### config.mk
export PLATFORM = sky130hd
export DESIGN_NAME = alu_seq_exec
export DESIGN_NICKNAME = d
export VERILOG_FILES = /design/src/rtl/alu_seq_exec.sv
export SDC_FILE = /design/constraint.sdc
export NUM_CORES = 1
export LEC_CHECK = 0
export ABC_CLOCK_PERIOD_IN_PS = 4580
export BUFFER_PORTS_ARGS = -buffer_cell sky130_fd_sc_hd__buf_4
export CORE_UTILIZATION = 35
export DETAILED_ROUTE_END_ITERATION = 10
export PLACE_DENSITY_LB_ADDON = 0.25
export SYNTH_ARGS = -nofsm -noshare
export SYNTH_HDL_FRONTEND = slang
export SYNTH_SLANG_ARGS = --single-unit
### constraint.sdc
create_clock -name clk_i -period 4.58 [get_ports clk_i]
set_clock_uncertainty 0.2 [all_clocks]
set_input_delay 0.687 -clock clk_i [delete_from_list [all_inputs] [get_ports clk_i]]
set_output_delay 0.687 -clock clk_i [all_outputs]
set_load 0.02 [all_outputs]
### src/rtl/alu_seq_exec.sv
// Sequential execute unit: one request at a time, valid/ready on both sides.
// Build option: define ALU_BARREL_SHIFT_EN for single-cycle combinational shifts.
//
// state | meaning
// IDLE  | ready for a request; operands captured on acceptance
// SHIFT | iterative shift, one bit per cycle (absent with ALU_BARREL_SHIFT_EN)
// DONE  | result held until the consumer takes it
module alu_seq_exec #(
  parameter int XLEN = 32,
  parameter int SHW  = $clog2(XLEN)
) (
  input  logic            clk_i,
  input  logic            rst_i,
  input  logic            req_valid_i,
  output logic            req_ready_o,
  input  logic [3:0]      alu_control_op_i,
  input  logic [XLEN-1:0] operand_a_i,
  input  logic [XLEN-1:0] operand_b_i,
  output logic            resp_valid_o,
  input  logic            resp_ready_i,
  output logic [XLEN-1:0] result_o,
  output logic            zero_o,
  output logic            illegal_op_o
);

  localparam logic [3:0] OP_AND = 4'b0000;
  localparam logic [3:0] OP_OR  = 4'b0001;
  localparam logic [3:0] OP_ADD = 4'b0010;
  localparam logic [3:0] OP_XOR = 4'b0011;
  localparam logic [3:0] OP_SLL = 4'b0100;
  localparam logic [3:0] OP_SRL = 4'b0101;
  localparam logic [3:0] OP_SUB = 4'b0110;
  localparam logic [3:0] OP_SRA = 4'b0111;

`ifdef ALU_BARREL_SHIFT_EN
  typedef enum logic [1:0] {
    S_IDLE = 2'd0,
    S_DONE = 2'd2
  } state_t;
`else
  typedef enum logic [1:0] {
    S_IDLE  = 2'd0,
    S_SHIFT = 2'd1,
    S_DONE  = 2'd2
  } state_t;
`endif

  state_t state_q, state_d;

  logic            accept;
  logic            illegal_op;
  logic [SHW-1:0]  shamt;
  logic [XLEN-1:0] alu_res;
  logic [XLEN-1:0] result_q;
  logic            illegal_q;

  assign accept     = req_valid_i && req_ready_o;
  assign illegal_op = alu_control_op_i[3];
  assign shamt      = operand_b_i[SHW-1:0];

`ifndef ALU_BARREL_SHIFT_EN
  logic            is_shift;
  logic            start_shift;
  logic [XLEN-1:0] shreg_q;
  logic [XLEN-1:0] shreg_step;
  logic [SHW-1:0]  cnt_q;
  logic [1:0]      shop_q;

  assign is_shift    = (alu_control_op_i == OP_SLL) || (alu_control_op_i == OP_SRL) ||
                       (alu_control_op_i == OP_SRA);
  assign start_shift = accept && is_shift && (shamt != '0);

  // shop_q holds op[1:0]: 00 sll, 01 srl, 11 sra
  always_comb begin
    shreg_step = shreg_q;
    case (shop_q)
      2'b00:   shreg_step = shreg_q << 1;
      2'b01:   shreg_step = shreg_q >> 1;
      default: shreg_step = {shreg_q[XLEN-1], shreg_q[XLEN-1:1]};
    endcase
  end
`endif

  // In the iterative build a shift reaching here has shamt==0, so it passes operand_a.
  always_comb begin
    alu_res = '0;
    case (alu_control_op_i)
      OP_AND: alu_res = operand_a_i & operand_b_i;
      OP_OR:  alu_res = operand_a_i | operand_b_i;
      OP_ADD: alu_res = operand_a_i + operand_b_i;
      OP_XOR: alu_res = operand_a_i ^ operand_b_i;
      OP_SUB: alu_res = operand_a_i - operand_b_i;
`ifdef ALU_BARREL_SHIFT_EN
      OP_SLL: alu_res = operand_a_i << shamt;
      OP_SRL: alu_res = operand_a_i >> shamt;
      OP_SRA: alu_res = XLEN'($signed(operand_a_i) >>> shamt);
`else
      OP_SLL: alu_res = operand_a_i;
      OP_SRL: alu_res = operand_a_i;
      OP_SRA: alu_res = operand_a_i;
`endif
      default: alu_res = '0;
    endcase
  end

  always_ff @(posedge clk_i) begin
    if (rst_i) begin
      state_q <= S_IDLE;
    end else begin
      state_q <= state_d;
    end
  end

  always_comb begin
    state_d = state_q;
    case (state_q)
      S_IDLE: begin
        if (accept) begin
`ifndef ALU_BARREL_SHIFT_EN
          if (start_shift) state_d = S_SHIFT;
          else
`endif
          state_d = S_DONE;
        end
      end
`ifndef ALU_BARREL_SHIFT_EN
      S_SHIFT: begin
        if (cnt_q == SHW'(1)) state_d = S_DONE;
      end
`endif
      S_DONE: begin
        if (resp_ready_i) state_d = S_IDLE;
      end
      default: state_d = S_IDLE;
    endcase
  end

  always_comb begin
    req_ready_o  = (state_q == S_IDLE);
    resp_valid_o = (state_q == S_DONE);
  end

  // The last shift step lands directly in result_q so DONE follows the final decrement.
  always_ff @(posedge clk_i) begin
    if (rst_i) begin
      result_q  <= '0;
      illegal_q <= 1'b0;
`ifndef ALU_BARREL_SHIFT_EN
      shreg_q   <= '0;
      cnt_q     <= '0;
      shop_q    <= 2'b00;
`endif
    end else begin
      if (accept) begin
`ifndef ALU_BARREL_SHIFT_EN
        if (start_shift) begin
          shreg_q   <= operand_a_i;
          cnt_q     <= shamt;
          shop_q    <= alu_control_op_i[1:0];
          illegal_q <= 1'b0;
        end else
`endif
        begin
          result_q  <= alu_res;
          illegal_q <= illegal_op;
        end
      end
`ifndef ALU_BARREL_SHIFT_EN
      if (state_q == S_SHIFT) begin
        shreg_q <= shreg_step;
        cnt_q   <= cnt_q - SHW'(1);
        if (cnt_q == SHW'(1)) result_q <= shreg_step;
      end
`endif
    end
  end

  assign result_o     = result_q;
  assign illegal_op_o = illegal_q;
  assign zero_o       = (result_q == '0);

endmodule

# Word level (Yosys, flattened, before mapping)
# Index checks and enable logic that the tools add are counted.
op_classes:
  reduce_logical: 16
  n_shift: 0
  bitwise: 3
  multipliers: 0
  n_div: 0
  n_mux: 18
  n_lt_le_gt_ge: 0
  add_sub_neg: 3
  eq_ne: 14
op_table:
  columns: ["op", "count"]
  rows:
  - ["$mux W32", 7]
  - ["$pmux W32 S6", 1]
  - ["$pmux W32 S2", 1]
  - ["$add A32 B32 Y32", 1]
  - ["$and A32 B32 Y32", 1]
  - ["$logic_not A32 Y1", 1]
  - ["$or A32 B32 Y32", 1]
  - ["$sub A32 B32 Y32", 1]
  - ["$xor A32 B32 Y32", 1]
  - ["$eq A4 B3 Y1 const B", 4]
  - ["$mux W5", 3]
  - ["$eq A4 B2 Y1 const B", 2]
  - ["$mux W2", 4]
  - ["$pmux W2 S3", 1]
  - ["$eq A5 B1 Y1 const B", 1]
  - ["$reduce_bool A5 Y1", 1]
  - ["$sub A5 B1 Y5 const B", 1]
  - ["$eq A2 B1 Y1 const B", 2]
  - ["$eq A4 B1 Y1 const B", 1]
  - ["$logic_not A2 Y1", 2]
  - ["$logic_not A4 Y1", 1]
  - ["$ne A2 B1 Y1 const B", 2]
  - ["$reduce_and A2 Y1", 2]
  - ["$reduce_bool A2 Y1", 2]
  - ["other kinds (7)", 10]
word_totals:
  memories: 0
  out_inout_bits: 36
  reg_bits: 74
  wordCells: 60
  romBits: 0
  inputBits: 72
  latchBits: 0
  ram_bits: 0

# Depth between registers and ports, before layout
# Gate-level depths: netlist (run 1).
depth:
  depth_word: 9
  ltp_mapped: 17
  depth_no_buf: 15

# Least setup slack after synthesis (run 1)
# OpenSTA, ideal clock, no wires.
synth_timing:
  kind: "input to register"
  start: "input alu_control_op_i[0]"
  end: "register result_q[30] (netlist: result_o[30])"
  path_buffers: 2
  setup_time_ns: 0.118
  required_time_ns: 4.262
  slack_ns: 0.381
  t_arrival_ns: 3.881
  cell_stages: 16
  path_cell_list: "nand2b_1 -> nor2_1 -> clkbuf_1 -> nand2_1 -> clkbuf_1 -> nand2_1 -> o21ai_0 -> fa_1 -> nand2b_1 -> a21o_1 -> a2111o_1 -> a31oi_1 -> a31oi_1 -> o31ai_1 -> xnor2_1 -> o2bb2ai_1"
synth_via:
  elab_chain_len: 9
  elab_cells_between_ends: 18
  classes_between: "eq/ne (7); mux (5); reduce/logical (6)"
synth_lines:
  columns: ["item", "line_no", "rtl"]
  rows:
  - ["from (decl)", "16", "input logic [3:0] alu_control_op_i,"]
  - ["parallel branches: the longest is 5 deep, another holds $pmux W32 S6", null, null]
  - ["$mux W32 *", "156", "if (start_shift) begin"]
  - ["$mux W32 *", "154", "if (accept) begin"]
  - ["$mux W32", "172", "if (cnt_q == SHW'(1)) result_q <= shreg_step;"]
  - ["$mux W32 *", "169", "if (state_q == S_SHIFT) begin"]
  - ["to (signal assigned)", "164", "result_q <= alu_res;"]
  - ["to (signal assigned)", "172", null]
  - ["to (decl)", "54", "logic [XLEN-1:0] result_q;"]
# Mark *: on every way between the ends.
# A chain may end at the register's enable or synchronous reset.

# Final worst setup path (run 1)
layout_timing:
  start: "input alu_control_op_i[0]"
  end: "register result_q[24] (netlist: result_o[24])"
# Same word-level chain as after synthesis.

==> impl_metrics.csv, run 1 <==
group,metric,value,unit
critical_path,arrival,4100,ps
finish,area_delta_synth_final,20.2,%
placement,port_buffers,107,
global_route,grtUsageTotal,25.4,%
clock_network,ctsHoldBuffers,0,
drt,drtPass1Iterations,5,
sta,maxSlewHeadroom,28.7,%
critical_path,cp-start-kind,"input port",
critical_path,critPathCaptureType,"flip-flop",
global_route,grt_first_pass_wirelength,44.0,mm
sta,drv_slew,0,
synth,synth_edf_count,0,
floorplanning,die-area,22700,sq um
pwr,switchingPower,0.819,mW
run_status,outcome,"complete, no violations",
drt,viasPerCell,5.80,
synth,synthArstFlopShare,0,%
synth,synthFlopType,"dfxtp_1",
critical_path,cp.required,4550,ps
critical_path,r2r_cells,6,
floorplanning,die_h,151,microns
floorplanning,rows,54,
pwr,power_density,248,nW/um^2
clock_network,cts_root_buf,"clkbuf_16",
synth,synth_seq_cells,74,
worst_hold_path,min_path_cells,2,
synth,ys_seq_area_share,19.2,%
pwr,leakage,4.11,nW
drt,vias,8177,
finish,multi_input_area,5770,sq um
synth,synth_area,7730,sq um
critical_path,worstSetupPathType,"input port to flip-flop",
clock_network,clk_pin_slew,60,ps
critical_path,cp_max_fo,6,
synth,synth_most_common_cell,"nand2_1",
pwr,peakVddDrop,149,uV
finish,num_antenna_cells,0,
sta,fin_crit_sh,90.1,%
floorplanning,coreArea,21800,sq um
floorplanning,top_level_ports,108,
synth,netlist_top_cells_area,"dfxtp_1 19%, ha_1 16%, nand2_1 5.8%",
synth,syn-num-nets,1202,
worst_hold_path,hold_class,"flip-flop to flip-flop",
finish,instances_no_fill,1411,
placement,dp.cells,1396,
finish,regArea,1480,sq um
pwr,pwr-share-clk,30.3,%
synth,synth.distinct_cells,60,
synth,yosys.area.top_type,"dfxtp_1",
floorplanning,die_w,151,microns
clock_network,clock_latency,330,ps
synth,ys_top_cells_by_count,"120 x nand2_1, 99 x ha_1, 80 x nor2_1, 74 x dfxtp_1",
placement,dpl.hpwl,21.9,mm
clock_network,post_cts_buffers,0,
drt,drt-initial-drc-count,918,
global_route,gr-total-overflow,0,
drt,drc,0,
floorplanning,start_util,35.5,%
sta,tightest_slew,1070,ps
drt,post_drt_wl_per_cell,20.1,microns
pwr,combPwrFrac,38.0,%
finish,layout-drive-gt1-share,16.6,%
pwr,power.internal,1.48,mW
sta,tns,0,ps
clock_network,clock_path_buffers,2,
global_route,grt_pass1_vias,7525,
clock_network,post_cts_resized,0,
drt,wl,28.4,mm
pwr,p_sw_share,35.6,%
global_route,antenna_found_initial,0,
finish,fillers,2257,
synth,yosys_warnings,0,
clock_network,cts_sinks,74,
clock_network,htree_levels,3,
synth,synth_top_area_share,19.2,%
drt,ant_nets,0,
sta,hold_viol,0,
pwr,pwr-share-seq,31.8,%
finish,final_util,42.7,%
finish,nets,1299,
synth,synth_area_per_cell,7.51,sq um
sta,rsz0062_at_grt,"no",
global_route,grt_max_degree,75,
clock_network,cts_tree,"built",
sta,period_minus_slack,4130,ps
job,maxCapViolCount,0,
synth,synthCells,1030,
placement,gp_congestion,0.963,
sta,final-setup-viol-count,0,
sta,clock.fmax,242,MHz
clock_network,cts_buffers,9,
-- flip-flops by register name, summed over array words and instances (netlist names) --
signal / flops
shop_q: 2
result_o: 32
shreg_q: 32
state_q: 2
cnt_q: 5
illegal_op_o: 1
-- per-layer routing --
metal | vias to the layer above | routed length [microns] | global-route usage (%)
met5 | - | 0 | 0
met2 | 303 | 12000 | 37.1
met4 | 0 | 410 | 6.30
met1 | 3895 | 14200 | 38.8
met3 | 28 | 1890 | 2.85
li1 | 3951 | - | -
-- power groups by stage --
stage               clock network [mW]  logic (mW)  registers, mW
global placement                     0       0.855          0.742
CTS                              0.707       0.862          0.728
finish                           0.697       0.874          0.731
floorplan                            0       0.505          0.754
detailed placement                   0       0.859          0.741
global route                     0.739       0.958          0.732
-- critical path, stage by stage --
cell      delay, ps
buf_4           130
nand2b_1        220
nor2_1          180
and2_1          310
buf_4           190
a21o_1          100
xnor2_1          60
ha_1            360
o211ai_1        100
a21o_1          210
a2111o_1        390
a31oi_1         340
a221oi_1        130
buf_4           160
xnor2_1         110
a221oi_1        260
a211oi_1        130
-- kinds of logic after synthesis --
group / Yosys count / share of synthesized area [%]
xor gates and xnor gates: 54 / 6.21
and+or+nand+nor: 302 / 18.4
muxes: 34 / 4.55
AOI/OAI and AO/OA: 329 / 28.7
DFF: 74 / 19.2
buffers and inverters: 137 / 6.65
adders and majority gates: 100 / 16.3
-- worst paths after layout --
check        slack (ps)           startpoint           end
max                 450  alu_control_op_i[0]  result_o[24]
min                 280           shreg_q[0]    shreg_q[0]
max reg2reg        1580           state_q[1]  result_o[31]
min reg2reg         280           shreg_q[0]    shreg_q[0]
-- final cells by class --
class | instances | share of cell area [%]
multi-input cells | 819 | 62.1
flip-flops and latches | 74 | 15.9
repair buffers | 152 | 12.3
well taps | 280 | 3.77
inverters | 71 | 2.87
clock buffers | 12 | 2.65
clock inverters | 3 | 0.431
-- per-stage QoR --
| stage | setup slack [ps] | total power [mW] | instance area (sq um) | hold WS (ps) |
|---|---|---|---|---|
| 2_1_floorplan | 381 | 1.26 | 7730 | 237 |
| 3_3_place_gp | 207 | 1.60 | 9010 | 276 |
| 3_5_place_dp | 152 | 1.60 | 9010 | 278 |
| 4_1_cts | 495 | 2.30 | 9300 | 286 |
| 5_1_grt | 54.8 | 2.43 | 9300 | 301 |
| 6_report | 453 | 2.30 | 9300 | 284 |
-- placed cells by master (no fill, tap or decap), drive strengths merged, types with 11 or more instances in the layout --
master,instances
xnor2,48
a222oi,16
a211oi,30
nor2,80
nand4,11
a22oi,17
buf,152
a21oi,71
dfxtp,74
and2,23
o21ai,72
o211ai,18
clkbuf,12
inv,71
a31oi,11
a21o,14
nor4,13
nor3,11
ha,99
mux2i,25
nand2,120
a311oi,29
(Power assumes the default switching activity.)
==> run 2, diff against run 1 <==
--- a/config.mk
+++ b/config.mk
@@ -5,7 +5,7 @@
 export SDC_FILE = /design/constraint.sdc
 export NUM_CORES = 1
 export LEC_CHECK = 0
-export ABC_CLOCK_PERIOD_IN_PS = 4580
+export ABC_CLOCK_PERIOD_IN_PS = 3380
 export BUFFER_PORTS_ARGS = -buffer_cell sky130_fd_sc_hd__buf_4
 export CORE_UTILIZATION = 35
 export DETAILED_ROUTE_END_ITERATION = 10
==> constraint.sdc (replaced) <==
create_clock -name clk_i -period 3.38 [get_ports clk_i]
set_clock_uncertainty 0.2 [all_clocks]
set_input_delay 0 -clock clk_i [delete_from_list [all_inputs] [get_ports clk_i]]
set_output_delay 0 -clock clk_i [all_outputs]
set_load 0.02 [all_outputs]
==> impl_metrics.csv, run 2 (synthesized netlist as in run 1, its figures left out) <==
group,metric,value,unit
run_status,outcome,"finished with violations",
run_status,violations,"hold timing",
floorplanning,coreArea,21800,sq um
floorplanning,die_w,151,microns
clock_network,cts_buffers,9,
pwr,pwr-share-clk,32.1,%
placement,dp.cells,1472,
drt,drc,0,
global_route,grt_max_degree,75,
sta,hold_slack,-7.16,ps
critical_path,critPathBufInv,2,
sta,clock.fmax,309,MHz
critical_path,cp.required,3430,ps
pwr,totalPowerFinal,3.50,mW
floorplanning,die-area,22700,sq um
pwr,pwr-share-seq,28.2,%
pwr,p_sw_share,34.5,%
clock_network,clk_pin_slew,60,ps
drt,vias,8709,
critical_path,cpPeakStageDelay,360,ps
sta,final-setup-viol-count,0,
pwr,leakage,4.75,nW
clock_network,clock_path_buffers,2,
clock_network,htree_levels,3,
finish,layout-drive-gt1-share,24.8,%
critical_path,cp-start-kind,"input port",
finish,mostFrequentLayoutCells,"228 x buf_4, 119 x nand2_1, 98 x ha_1, 76 x nor2_1, 74 x dfxtp_1",
drt,viasPerCell,5.68,
critical_path,crit_chain,"buf_8 > nor4_4 > buf_4 > and2_4 > nand4_1 > o41ai_2 > xnor2_1 > ha_1 > and2_4 > a221o_1 > a2bb2oi_2 > nand2_1 > o211ai_1 > and3_1 > o21ai_1 > a221oi_1",
drt,post_drt_wl_per_cell,19.5,microns
finish,instances_no_fill,1534,
placement,port_buffers,107,
floorplanning,start_util,35.5,%
drt,ant_nets,0,
critical_path,worstSetupPathType,"input port to flip-flop",
pwr,power.internal,2.29,mW
pwr,power_density,329,nW/um^2
floorplanning,rows,54,
sta,period_minus_slack,3230,ps
floorplanning,die_h,151,microns
critical_path,arrival,3280,ps
placement,gp_congestion,0.945,
critical_path,cp_max_fo,4,
job,maxCapViolCount,0,
finish,fillers,2183,
finish,nets,1421,
sta,rsz0062_at_grt,"yes",
sta,tns,0,ps
clock_network,cts_tree,"built",
pwr,combPwrFrac,39.7,%
critical_path,cp_top_family,"compound AO/OA/AOI/OAI gates",
sta,fin_crit_sh,95.6,%
placement,dpl.hpwl,22.7,mm
global_route,antenna_found_initial,0,
finish,area_delta_synth_final,37.5,%
sta,tightest_slew,981,ps
floorplanning,top_level_ports,108,
worst_hold_path,hold_class,"input port to flip-flop",
finish,layout_commonest_cell,"buf_4",
sta,hold_viol,1,
finish,num_antenna_cells,0,
clock_network,cts_sinks,74,
global_route,gr-total-overflow,0,
critical_path,r2r_cells,7,
clock_network,clock_latency,350,ps
sta,drv_slew,0,
drt,drtPass1Iterations,8,
global_route,grt_pass1_vias,8049,
pwr,peakVddDrop,180,uV
critical_path,cp.depth,16,
clock_network,cts_root_buf,"clkbuf_16",
drt,drt-initial-drc-count,745,
global_route,grt_first_pass_wirelength,45.1,mm
global_route,grtUsageTotal,26.1,%
sta,maxSlewHeadroom,34.6,%
drt,wl,29.9,mm
pwr,switchingPower,1.21,mW
worst_hold_path,min_path_cells,2,
critical_path,cpMaxStageDelayCell,"o41ai_2",
critical_path,path_common_cell,"and2_4",
critical_path,critPathCaptureType,"flip-flop",
## run 2: changes by cell type in the layout (fill, tap and decap cells not counted), sizes merged, moves of 2 or more
cell and delta:
clkinvlp +2, buf +82, clkinv -2, clkbuf -2
bufinv +2, dlygate4sd3 +40
## run 2: final timing paths
check	end	slack [ps]	startpoint
max reg2reg	result_o[27]	670	cnt_q[0]
max	result_o[25]	150	operand_b_i[5]
min	shreg_q[23]	-7	rst_i
min reg2reg	cnt_q[4]	270	cnt_q[4]
## run 2: cell type report
type | count | area (sq um) | share of cell area (%)
Multi-Input combinational cell | 819 | 5990 | 56.3
Timing Repair Buffer | 274 | 2200 | 20.7
Sequential cell | 74 | 1480 | 13.9
Tap cell | 280 | 350 | 3.29
Inverter | 71 | 269 | 2.53
Clock buffer | 10 | 229 | 2.15
Clock inverter | 6 | 114 | 1.07
## run 2: per-stage QoR
| stage | hold slack [ps] | utilization, % | setup WS, ps | cell area [sq um] |
|---|---|---|---|---|
| after global routing | 22.6 | 48.9 | -26.1 | 10600 |
| after detailed placement | 129 | 44.2 | -352 | 9610 |
| after global placement | 127 | 44.2 | -323 | 9610 |
| final | -7.16 | 48.9 | 148 | 10600 |
| after CTS | 3.36 | 47.6 | 1.43 | 10400 |
| after floorplan | -64.0 | - | -7.28 | 7740 |
## run 2: power groups by stage
| stage | Sequential (mW) | Clock (mW) | Combinational, mW |
|---|---|---|---|
| 5_1_grt | 0.993 | 1.17 | 1.50 |
| 3_5_place_dp | 1.00 | 0 | 1.27 |
| 3_3_place_gp | 1.01 | 0 | 1.26 |
| 4_1_cts | 0.986 | 1.13 | 1.31 |
| 2_1_floorplan | 1.02 | 0 | 0.686 |
| 6_report | 0.989 | 1.12 | 1.39 |
## run 2: timing repair
action                     4_1_cts  5_1_grt
hold buffers                    40        0
setup buffers                    0        6
hold endpoints to repair        40        0
resized for setup                0       56
setup endpoints to repair        0       13
## run 2: metal layers
layer  global-route usage, %  vias up  share of wire (%)
li1                        -     4209                  -
met1                    37.9     4126                 47
met2                    40.2      323                 43
met3                    2.39       51                7.2
met4                    8.65        0                2.6
met5                       0        -                  0
## run 2: worst reg2reg max path, cell delays in order (launching register included)
cell,delay [ps]
dfxtp_1,410
ha_1,170
or4b_1,520
or2_1,570
buf_4,350
o21ai_1,110
a21oi_1,60
a211oi_1,220
==> run 3, diff against run 2 <==
==> constraint.sdc (replaced) <==
create_clock -name clk_i -period 3.38 [get_ports clk_i]
set_clock_uncertainty 0.2 [all_clocks]
set_input_delay 0.507 -clock clk_i [delete_from_list [all_inputs] [get_ports clk_i]]
set_output_delay 0.507 -clock clk_i [all_outputs]
set_load 0.02 [all_outputs]
==> impl_metrics.csv, run 3 (synthesized netlist as in run 1, its figures left out) <==
group,metric,value,unit
sta,fin_crit_sh,110,%
sta,drv_slew,0,
pwr,leakage,4.96,nW
global_route,grtUsageTotal,26.6,%
finish,nets,1439,
pwr,combPwrFrac,44.1,%
clock_network,clk_pin_slew,60,ps
critical_path,cp_max_fo,5,
drt,wl,30.1,mm
sta,final-setup-viol-count,18,
pwr,power.internal,2.26,mW
run_status,outcome,"finished with violations",
placement,gp_congestion,0.950,
drt,drtPass1Iterations,6,
global_route,gr-total-overflow,0,
clock_network,cts_root_buf,"clkbuf_16",
sta,hold_viol,0,
drt,ant_nets,0,
sta,clock.fmax,269,MHz
pwr,power_density,318,nW/um^2
global_route,grt_max_degree,74,
clock_network,cts_sinks,74,
floorplanning,coreArea,21800,sq um
global_route,grt_first_pass_wirelength,46.1,mm
global_route,antenna_found_initial,1,
clock_network,htree_levels,3,
finish,final_cell_area,11000,sq um
critical_path,worstSetupPathType,"input port to flip-flop",
floorplanning,rows,54,
sta,rsz0062_at_grt,"yes",
critical_path,cp-start-kind,"input port",
critical_path,crit_path_start,"operand_b_i[5]",
drt,vias,8797,
placement,dpl.hpwl,22.9,mm
drt,post_drt_wl_per_cell,19.4,microns
critical_path,reg2reg_from,"cnt_q[1]",
floorplanning,start_util,35.5,%
floorplanning,die-area,22700,sq um
sta,tightest_slew,1250,ps
floorplanning,die_h,151,microns
sta,period_minus_slack,3720,ps
floorplanning,die_w,151,microns
critical_path,critPathCaptureType,"flip-flop",
sta,final.setup.worst_slack,-337,ps
finish,layout_commonest_cell,"buf_4",
job,maxCapViolCount,0,
clock_network,clock_latency,340,ps
pwr,pwr-share-clk,27.8,%
clock_network,cts_tree,"built",
floorplanning,top_level_ports,108,
sta,maxSlewHeadroom,16.7,%
placement,dp_slack,-726,ps
critical_path,cp.required,3410,ps
finish,num_antenna_cells,0,
finish,layout-drive-gt1-share,32.5,%
pwr,p_sw_share,35.8,%
worst_hold_path,min-delay-start,"operand_a_i[25]",
placement,port_buffers,107,
sta,tns,-3460,ps
finish,area_delta_synth_final,42.8,%
finish,mostFrequentLayoutCells,"267 x buf_4, 115 x nand2_1, 99 x ha_1, 74 x dfxtp_1, 72 x nor2_1",
pwr,peakVddDrop,238,uV
sta,hold_slack,284,ps
clock_network,ctsHoldBuffers,0,
global_route,grt_pass1_vias,8169,
critical_path,arrival,3740,ps
drt,viasPerCell,5.67,
clock_network,clock_path_buffers,2,
drt,drt-initial-drc-count,674,
worst_hold_path,hold_class,"input port to flip-flop",
drt,drc,0,
placement,dpl_cell_area,10100,sq um
run_status,violations,"setup timing",
clock_network,cts_buffers,9,
pwr,switchingPower,1.26,mW
pwr,pwr-share-seq,28.1,%
## run 3: cell type report
class | instances | area (sq um)
clock inverter | 6 | 65.1
multi-input combinational | 819 | 6320
clock buffer | 10 | 239
fill | 2120 | 10700
tap | 280 | 350
timing repair buffer | 292 | 2320
inverter | 71 | 267
sequential | 74 | 1480
## run 3: power groups by stage
stage | Combinational [mW] | Sequential (mW) | Clock, mW
after CTS | 1.44 | 0.986 | 0.988
after global placement | 1.34 | 1.01 | 0
after floorplan | 0.711 | 1.02 | 0
final | 1.55 | 0.988 | 0.976
after detailed placement | 1.35 | 1.00 | 0
after global routing | 1.67 | 0.992 | 1.03
## run 3: worst paths after layout
check | to | slack [ps] | cells past startpoint
min | shreg_q[25] | 280 | 3
max | result_o[28] | -340 | 19
min reg2reg | shreg_q[0] | 290 | 2
max reg2reg | result_o[31] | 640 | 7
## run 3: critical path, stage by stage
cell and delay [ps]:
buf_8 100, nor4_4 270, buf_4 170, buf_6 90
and3_4 200, nand3_4 120, buf_6 150, o31ai_4 170
xnor2_1 110, ha_1 360, nand2_2 80, o211ai_1 290
inv_1 120, a31oi_4 280, a221oi_4 110, buf_4 160
o21ai_4 150, mux2i_1 240, nand2_1 70
## run 3: stage by stage
step	power [mW]	utilization [%]	std cells
CTS	3.42	49.2	1545
finish	3.51	50.8	1552
global route	3.69	50.8	1552
detailed placement	2.36	46.2	1513
floorplan	1.73	-	1030
global placement	2.35	46.2	1513
## run 3: repair_timing
action,4_1_cts,5_1_grt
resized for setup,51,60
endpoints found under the setup margin,17,25
pin swaps,65,50
buffers inserted,17,9
cloned,0,0
## run 3: metal layers
layer | part of all wire, % | wire [microns] | track usage (%)
met5 | 0.040 | 12 | 0
met4 | 1.9 | 570 | 6.90
met3 | 7.6 | 2290 | 4.42
met2 | 43 | 13100 | 39.7
met1 | 47 | 14100 | 38.9
